===== src/rtl/seq_divider.sv =====
// rtl/seq_divider.sv - iterative unsigned restoring divider with done pulse and divide-by-zero flag
module seq_divider #(
    parameter int WIDTH = 4
) (
    input  logic             clk,
    input  logic             rst,
    input  logic             start,
    input  logic [WIDTH-1:0] a,
    input  logic [WIDTH-1:0] b,
    output logic [WIDTH-1:0] q,
    output logic [WIDTH-1:0] r,
    output logic             busy,
    output logic             done,
    output logic             dbz
);

    localparam int CW = $clog2(WIDTH + 1);

    typedef enum logic [1:0] {
        IDLE = 2'd0,
        CALC = 2'd1,
        DONE = 2'd2
    } state_t;

    state_t           state;
    logic [CW-1:0]    cnt;
    logic [WIDTH-1:0] dvd;
    logic [WIDTH-1:0] dvs;
    logic [WIDTH-1:0] quo;
    logic [WIDTH:0]   p;

    logic [WIDTH:0]   p_shift;
    logic [WIDTH:0]   p_next;
    logic             ge;
    logic [WIDTH-1:0] quo_next;

    // One restoring step: bring in the next dividend bit, subtract the divisor if it fits.
    always_comb begin
        p_shift  = {p[WIDTH-1:0], dvd[WIDTH-1]};
        ge       = (p_shift >= {1'b0, dvs});
        p_next   = ge ? (p_shift - {1'b0, dvs}) : p_shift;
        quo_next = {quo[WIDTH-2:0], ge};
    end

    // Control FSM and datapath registers; results are loaded only at completion.
    always_ff @(posedge clk or posedge rst) begin
        if (rst) begin
            state <= IDLE;
            cnt   <= '0;
            dvd   <= '0;
            dvs   <= '0;
            quo   <= '0;
            p     <= '0;
            q     <= '0;
            r     <= '0;
            busy  <= 1'b0;
            done  <= 1'b0;
            dbz   <= 1'b0;
        end else begin
            case (state)
                IDLE: begin
                    done <= 1'b0;
                    if (start) begin
                        dvd  <= a;
                        dvs  <= b;
                        quo  <= '0;
                        p    <= '0;
                        busy <= 1'b1;
                        if (b != '0) begin
                            cnt   <= CW'(WIDTH);
                            state <= CALC;
                        end else begin
                            state <= DONE;
                        end
                    end
                end
                CALC: begin
                    p   <= p_next;
                    dvd <= {dvd[WIDTH-2:0], 1'b0};
                    quo <= quo_next;
                    cnt <= cnt - CW'(1);
                    if (cnt == CW'(1)) begin
                        q     <= quo_next;
                        r     <= p_next[WIDTH-1:0];
                        dbz   <= 1'b0;
                        done  <= 1'b1;
                        state <= DONE;
                    end
                end
                DONE: begin
                    if (done) begin
                        // Pulse already shown for one cycle: release busy and go idle.
                        done  <= 1'b0;
                        busy  <= 1'b0;
                        state <= IDLE;
                    end else begin
                        // Divide-by-zero entry: dvd still holds the untouched dividend.
                        q    <= '1;
                        r    <= dvd;
                        dbz  <= 1'b1;
                        done <= 1'b1;
                    end
                end
                default: begin
                    state <= IDLE;
                    busy  <= 1'b0;
                    done  <= 1'b0;
                end
            endcase
        end
    end

endmodule

===== config.mk =====
export PLATFORM = sky130hd
export DESIGN_NAME = seq_divider
export DESIGN_NICKNAME = d
export VERILOG_FILES = /design/src/rtl/seq_divider.sv
export SDC_FILE = /design/constraint.sdc
export NUM_CORES = 1
export LEC_CHECK = 0
export CAP_MARGIN = 20
export CORE_AREA = 2 2 60 62
export DETAILED_ROUTE_END_ITERATION = 7
export DIE_AREA = 0 0 62 64
export GPL_ROUTABILITY_DRIVEN = 0
export PLACE_DENSITY = 0.74
export SLEW_MARGIN = 40
export SYNTH_ARGS = -nofsm -noshare
export SYNTH_HDL_FRONTEND = slang
export SYNTH_SLANG_ARGS = --single-unit
export TNS_END_PERCENT = 20

===== constraint.sdc =====
create_clock -name clk -period 1.8 [get_ports clk]
set_input_delay 0.36 -clock clk [delete_from_list [all_inputs] [get_ports clk]]
set_output_delay 0.36 -clock clk [all_outputs]
set_load 0.02 [all_outputs]

Yosys cells after proc, flatten, opt, wreduce, memory -nomap -nowiden. Index checks and enable logic that the tools add are counted.

Mux-type cells: 30. Magnitude comparators: 1. Bitwise logic cells: 1. Eq/ne operators: 8. Add/sub/neg operators: 2. Reduce and logical (&&, ||, !) cells: 10.

Operators with widths (count): $pmux W4 S2 (4); $mux W4 (7); $pmux W3 S2 (2); $reduce_and A3 Y1 (4); $ne A2 B2 Y1 const B (5); $mux W3 (3); $mux W2 (4); $mux W1 (6); $pmux W2 S3 (1); $ge A5 B4 Y1 (1); $pmux W1 S2 (2); $reduce_and A2 Y1 (2); $reduce_bool A2 Y1 (2); $reduce_bool A4 Y1 (1); $sub A4 B4 Y4 (1); $eq A3 B1 Y1 const B (1); $pmux W1 S3 (1); $sub A3 B1 Y3 const B (1); $eq A2 B1 Y1 const B (1); $eq A2 B2 Y1 const B (1); $logic_not A2 Y1 (1); $not A1 Y1 (1).

Output and inout bits: 11. Input port bits: 11. Flip-flop bits (word level): 31. Logic and storage cells: 63.

Longest topological paths before layout.
Depth after elaboration: 4. Gate-level depth with buffers: 8. Gate-level depth less buffers: 7.

Worst setup path after synthesis. OpenSTA, ideal clock, no wires.

Path type: register -> register. Start point: reg dvs[1]. End point: reg r[0]. Arrival: 1.566 ns. Cell stages (with the launch flop): 7. Buffers on the path: 0. Data required time: 1.718 ns. Path slack: 0.152 ns. Clock period less this slack: 1.648 ns. Library setup time: 0.082 ns. Path through: dfrtp_1 inv_1 ha_1 nor4_1 a21bo_4 mux2_4 o22ai_1.

Cells in the longest elaborated chain, start to end: 4.

Ends and longest elaborated chain: from (decl) (RTL line 28) `logic [WIDTH-1:0] dvs;`; from (signal assigned) (RTL line 51) `dvs <= '0;`; from (signal assigned) (RTL line 65) `dvs <= b;`; $ge A5 B4 Y1 (RTL line 40) `ge = (p_shift >= {1'b0, dvs});`; $mux W4 (RTL line 41) `p_next = ge ? (p_shift - {1'b0, dvs}) : p_shift;`; $mux W4 (RTL line 82) `if (cnt == CW'(1)) begin`; $pmux W4 S2 (RTL line 60) `case (state)`; to (signal assigned) (RTL line 84) `r <= p_next[WIDTH-1:0];`; to (signal assigned) (RTL line 99) `r <= dvd;`; to (decl) (RTL line 11) `output logic [WIDTH-1:0] r,`.

No other way between the ends. The select of a mux whose other input is x is not followed. A chain may end at the register's enable or synchronous reset.

Worst setup path in the final report.
Start point: reg p[1]. End point: reg r[0].

Cells in the longest elaborated chain, start to end: 4.

Ends and longest elaborated chain: from (decl) (RTL line 30) `logic [WIDTH:0] p;`; from (signal assigned) (RTL line 78) `p <= p_next;`; $ge A5 B4 Y1 (RTL line 40); $mux W4 (RTL line 41); $mux W4 (RTL line 82); $pmux W4 S2 (RTL line 60).

No other way between the ends. The select of a mux whose other input is x is not followed.

==> results.md <==
- Setup repair after global routing could not meet its margin everywhere.
- The cell type with the largest total area after synthesis is dfrtp_1.
- On the final layout, the worst hold slack is 0.387 ns.
- Ranked by instance count, the synthesized netlist is headed by dfrtp_1 (31), nand2_1 (28), inv_1 (16).
- The via count of the first global-routing pass was 1507.
- The DRC violation count after routing is 0.
- In this run the remaining antenna-violating nets after routing total 0.
- The die is 64 µm tall.
- The first global-routing pass estimated 6640 µm of wire.
- The flip-flop and latch count after synthesis is 31.
- The clock tree root buffer cell is clkbuf_4.
- The count of maximum capacitance violations is 0.
- The data required time of the critical path is 2.07 ns.
- The highest clock frequency the design can meet is 562 MHz.
- The area used by multi-input combinational logic is 911 µm².
- The number of detailed-routing iterations run before antenna repair is 4.
- The number of nets in the final layout is 238.
- For this run the aggregate overflow at the end of global routing stands at 0.
- At the end of the flow the core is filled with cells to 0.674.
- The min-delay analysis places its worst path in the category in2async.
- After synthesis, the netlist uses 38 different library cells.
- Clock tree synthesis inserted a total of 5 buffers.
- STA puts the critical path data arrival time at 2.05 ns.
- The startpoint type of the worst setup path is a flip-flop.
- The average wire per standard cell is 15.5 µm.
- The number of H-tree levels is 2.
- Summing internal, switching and leakage power gives 4.60 mW.
- Wires add up to 4110 µm.
- Counting flops with an async set or reset pin after synthesis yields a share of 1.00.
- Among all cell types in the netlist, the one instantiated most often is dfrtp_1.
- STA classifies the critical path endpoint as a flip-flop.
- The post-synthesis net count is 202.
- The area of the placeable core is 3280 µm².
- The critical path in this run is classified as reg2reg.
- The count of warnings emitted by yosys is 0.
- The power per cell area is 2080 nW/µm².
- Counting the fill cells in the layout gives 299.
- Detailed placement finished with a half-perimeter wire length of 2930 µm.
- For the worst-skew pair, the clock arrives at the later sink with an insertion delay of 0.34 ns.
- Port buffering added 21 buffers.
- Setup violations remaining at the end of the flow were counted as 0.
- In the post-route analysis, the smallest setup slack over all paths is 0.0195 ns.
- The maximum fanout count along the critical path is 5.
- Each instance of the synthesized netlist takes up on average 9.52 µm².
- VDD sags by at most 1050 µV.
- In this run the cell area of the synthesized design comes to 1720 µm².
- The hold violation total from the final report is 0.
- For the final routed database, the setup TNS stands at 0 ns.
- The tightest slew margin relative to the limit is 0.656.
- In the finished design, the share of the clock period the worst path needs comes to 0.989.
- The initial antenna violation count is 0.
- TritonCTS built the clock tree.
- For this run, the total global-route usage over all layers was measured as 0.227.
- The tree built by TritonCTS fans out to 31 sinks.
- After detailed routing, the number of vias per cell comes to 5.64.
- The clock passes through at most 2 buffers.
- For the pin with the worst max-slew slack, the measured transition is 0.513 ns.
- After the first detailed-routing iteration, the DRC count stood at 81.
- The area enclosed by the die boundary is 3970 µm².
- The proportion of synthesized chip area in sequential cells is 0.450.
- The dominant register cell in the synthesized netlist is dfrtp_1.
- The count of final max-slew check failures is 0.
- The x dimension of the die is 62 µm.
- At the placement stage, the worst setup path has a slack of -0.0985 ns.
- The total I/O pin count is 22.
- The clock skew after layout is 0.00641 ns.
- Sorting the synthesized cells by area gives the leading types as dfrtp_1 (45%), ha_1 (6.5%), nand2_1 (6.1%).
- Relative to the synthesized area, the layout overhead comes to 28.5%.
- Of the post-synthesis cell area, the dominant cell type holds 0.450.
- The number of standard cells after synthesis is 181.
- The number of enable-type register cells in the synthesized netlist is 0.
- Subtracting the final worst setup slack from the clock period gives 1.78 ns.
- The floorplan has 21 rows.
- Summing all flip-flop and latch instances after layout gives 776 µm².
- In this run the static leakage power is 0.997 nW.
- The total vias in the final route is 1490.
- Entering global routing, the biggest net connects 32 pins.
- The fraction of layout instances using a drive strength above 1 is 0.179.
- The antenna diode instance count is 0.
- Clock-pin slew was measured on the worst setup and hold paths at 0.11 ns.
- For this configuration, the core starts out at a cell density of 0.525.
- The run finished with clean final reports.
==> kinds of logic (layout without fill, tap and decap cells) <==
group	Yosys count	count (layout)	synth area share
DFF	31	31	0.450
and+or+nand+nor	55	55	0.139
muxes	10	10	0.0668
AOI/OAI and AO/OA	50	50	0.204
buffers and inverters	23	60	0.0530
xor gates and xnor gates	2	2	0.0102
adders and majority gates	10	10	0.0770
==> path summary, 6_finish.rpt <==
kind | cells after the start | to | startpoint | slack (ns)
setup / recovery | 6 | r[0] | p[1] | 0.02
hold / removal | 3 | dvd[1] | rst | 0.39
setup reg to reg | 6 | r[0] | p[1] | 0.02
hold reg to reg | 2 | q[2] | q[2] | 0.48
max in group asynchronous | 3 | dvs[1] | rst | 1.12
min in group clk | 2 | q[2] | q[2] | 0.48
==> through the flow <==
| step | cells | cell area (µm²) |
|---|---|---|
| 2_1_floorplan | 181 | 1720 |
| 3_3_place_gp | 255 | 2060 |
| 3_5_place_dp | 255 | 2060 |
| 4_1_cts | 264 | 2190 |
| 5_1_grt | 264 | 2210 |
| 6_report | 264 | 2210 |
==> metal layers <==
layer / part of all wire / up-vias / global-route usage
met1: 0.39 / 746 / 0.254
met5: 0 / - / 0
li1: - / 702 / -
met4: 0.031 / 0 / 0.112
met3: 0.029 / 10 / 0.0648
met2: 0.55 / 32 / 0.378
==> cell usage in the layout (no fill, tap or decap), types with 4 or more instances in the layout <==
cell type and n:
mux2_2 4, nand2_1 28, a21oi_1 8, clkbuf_4 5, clkdlybuf4s50_1 21, dfrtp_1 31, o21ai_0 12, mux2i_1 4
ha_1 8, nor2_1 14, buf_4 15, inv_1 16
==> sequential cells by signal, summed over array words and instances, names as in the netlist <==
name / count
quo: 3
cnt: 3
q: 4
p: 4
r: 4
dvs: 4
dbz: 1
dvd: 4
done: 1
busy: 1
state: 2
==> final cells by class <==
cell class	instances	share of cell area
clock inverter	2	0.0158
timing repair buffer	36	0.146
inverter	16	0.0271
clock buffer	6	0.0232
multi-input combinational	127	0.412
tap	46	0.0260
sequential	31	0.350
==> report_power, final <==
group / internal [mW] / switching [mW]
clock: 0.328 / 0.264
combinational: 1.30 / 1.48
sequential: 1.01 / 0.218
total: 2.64 / 1.96
==> worst max-delay path: stages, from the launching register on <==
cell and delay (ns):
dfrtp_1 0.45, ha_1 0.32, nor2_1 0.05, o21ai_2 0.16, a21bo_4 0.28, mux2_4 0.32, o22ai_2 0.13
==> what timing repair did <==
action / in CTS / in global routing
resized for setup: 5 / 5
setup buffers: 1 / 0
endpoints found under the setup margin: 6 / 9
cloned: 0 / 0
hold buffers: 0 / 0
No activity file was read; power rests on OpenSTA's default activity.
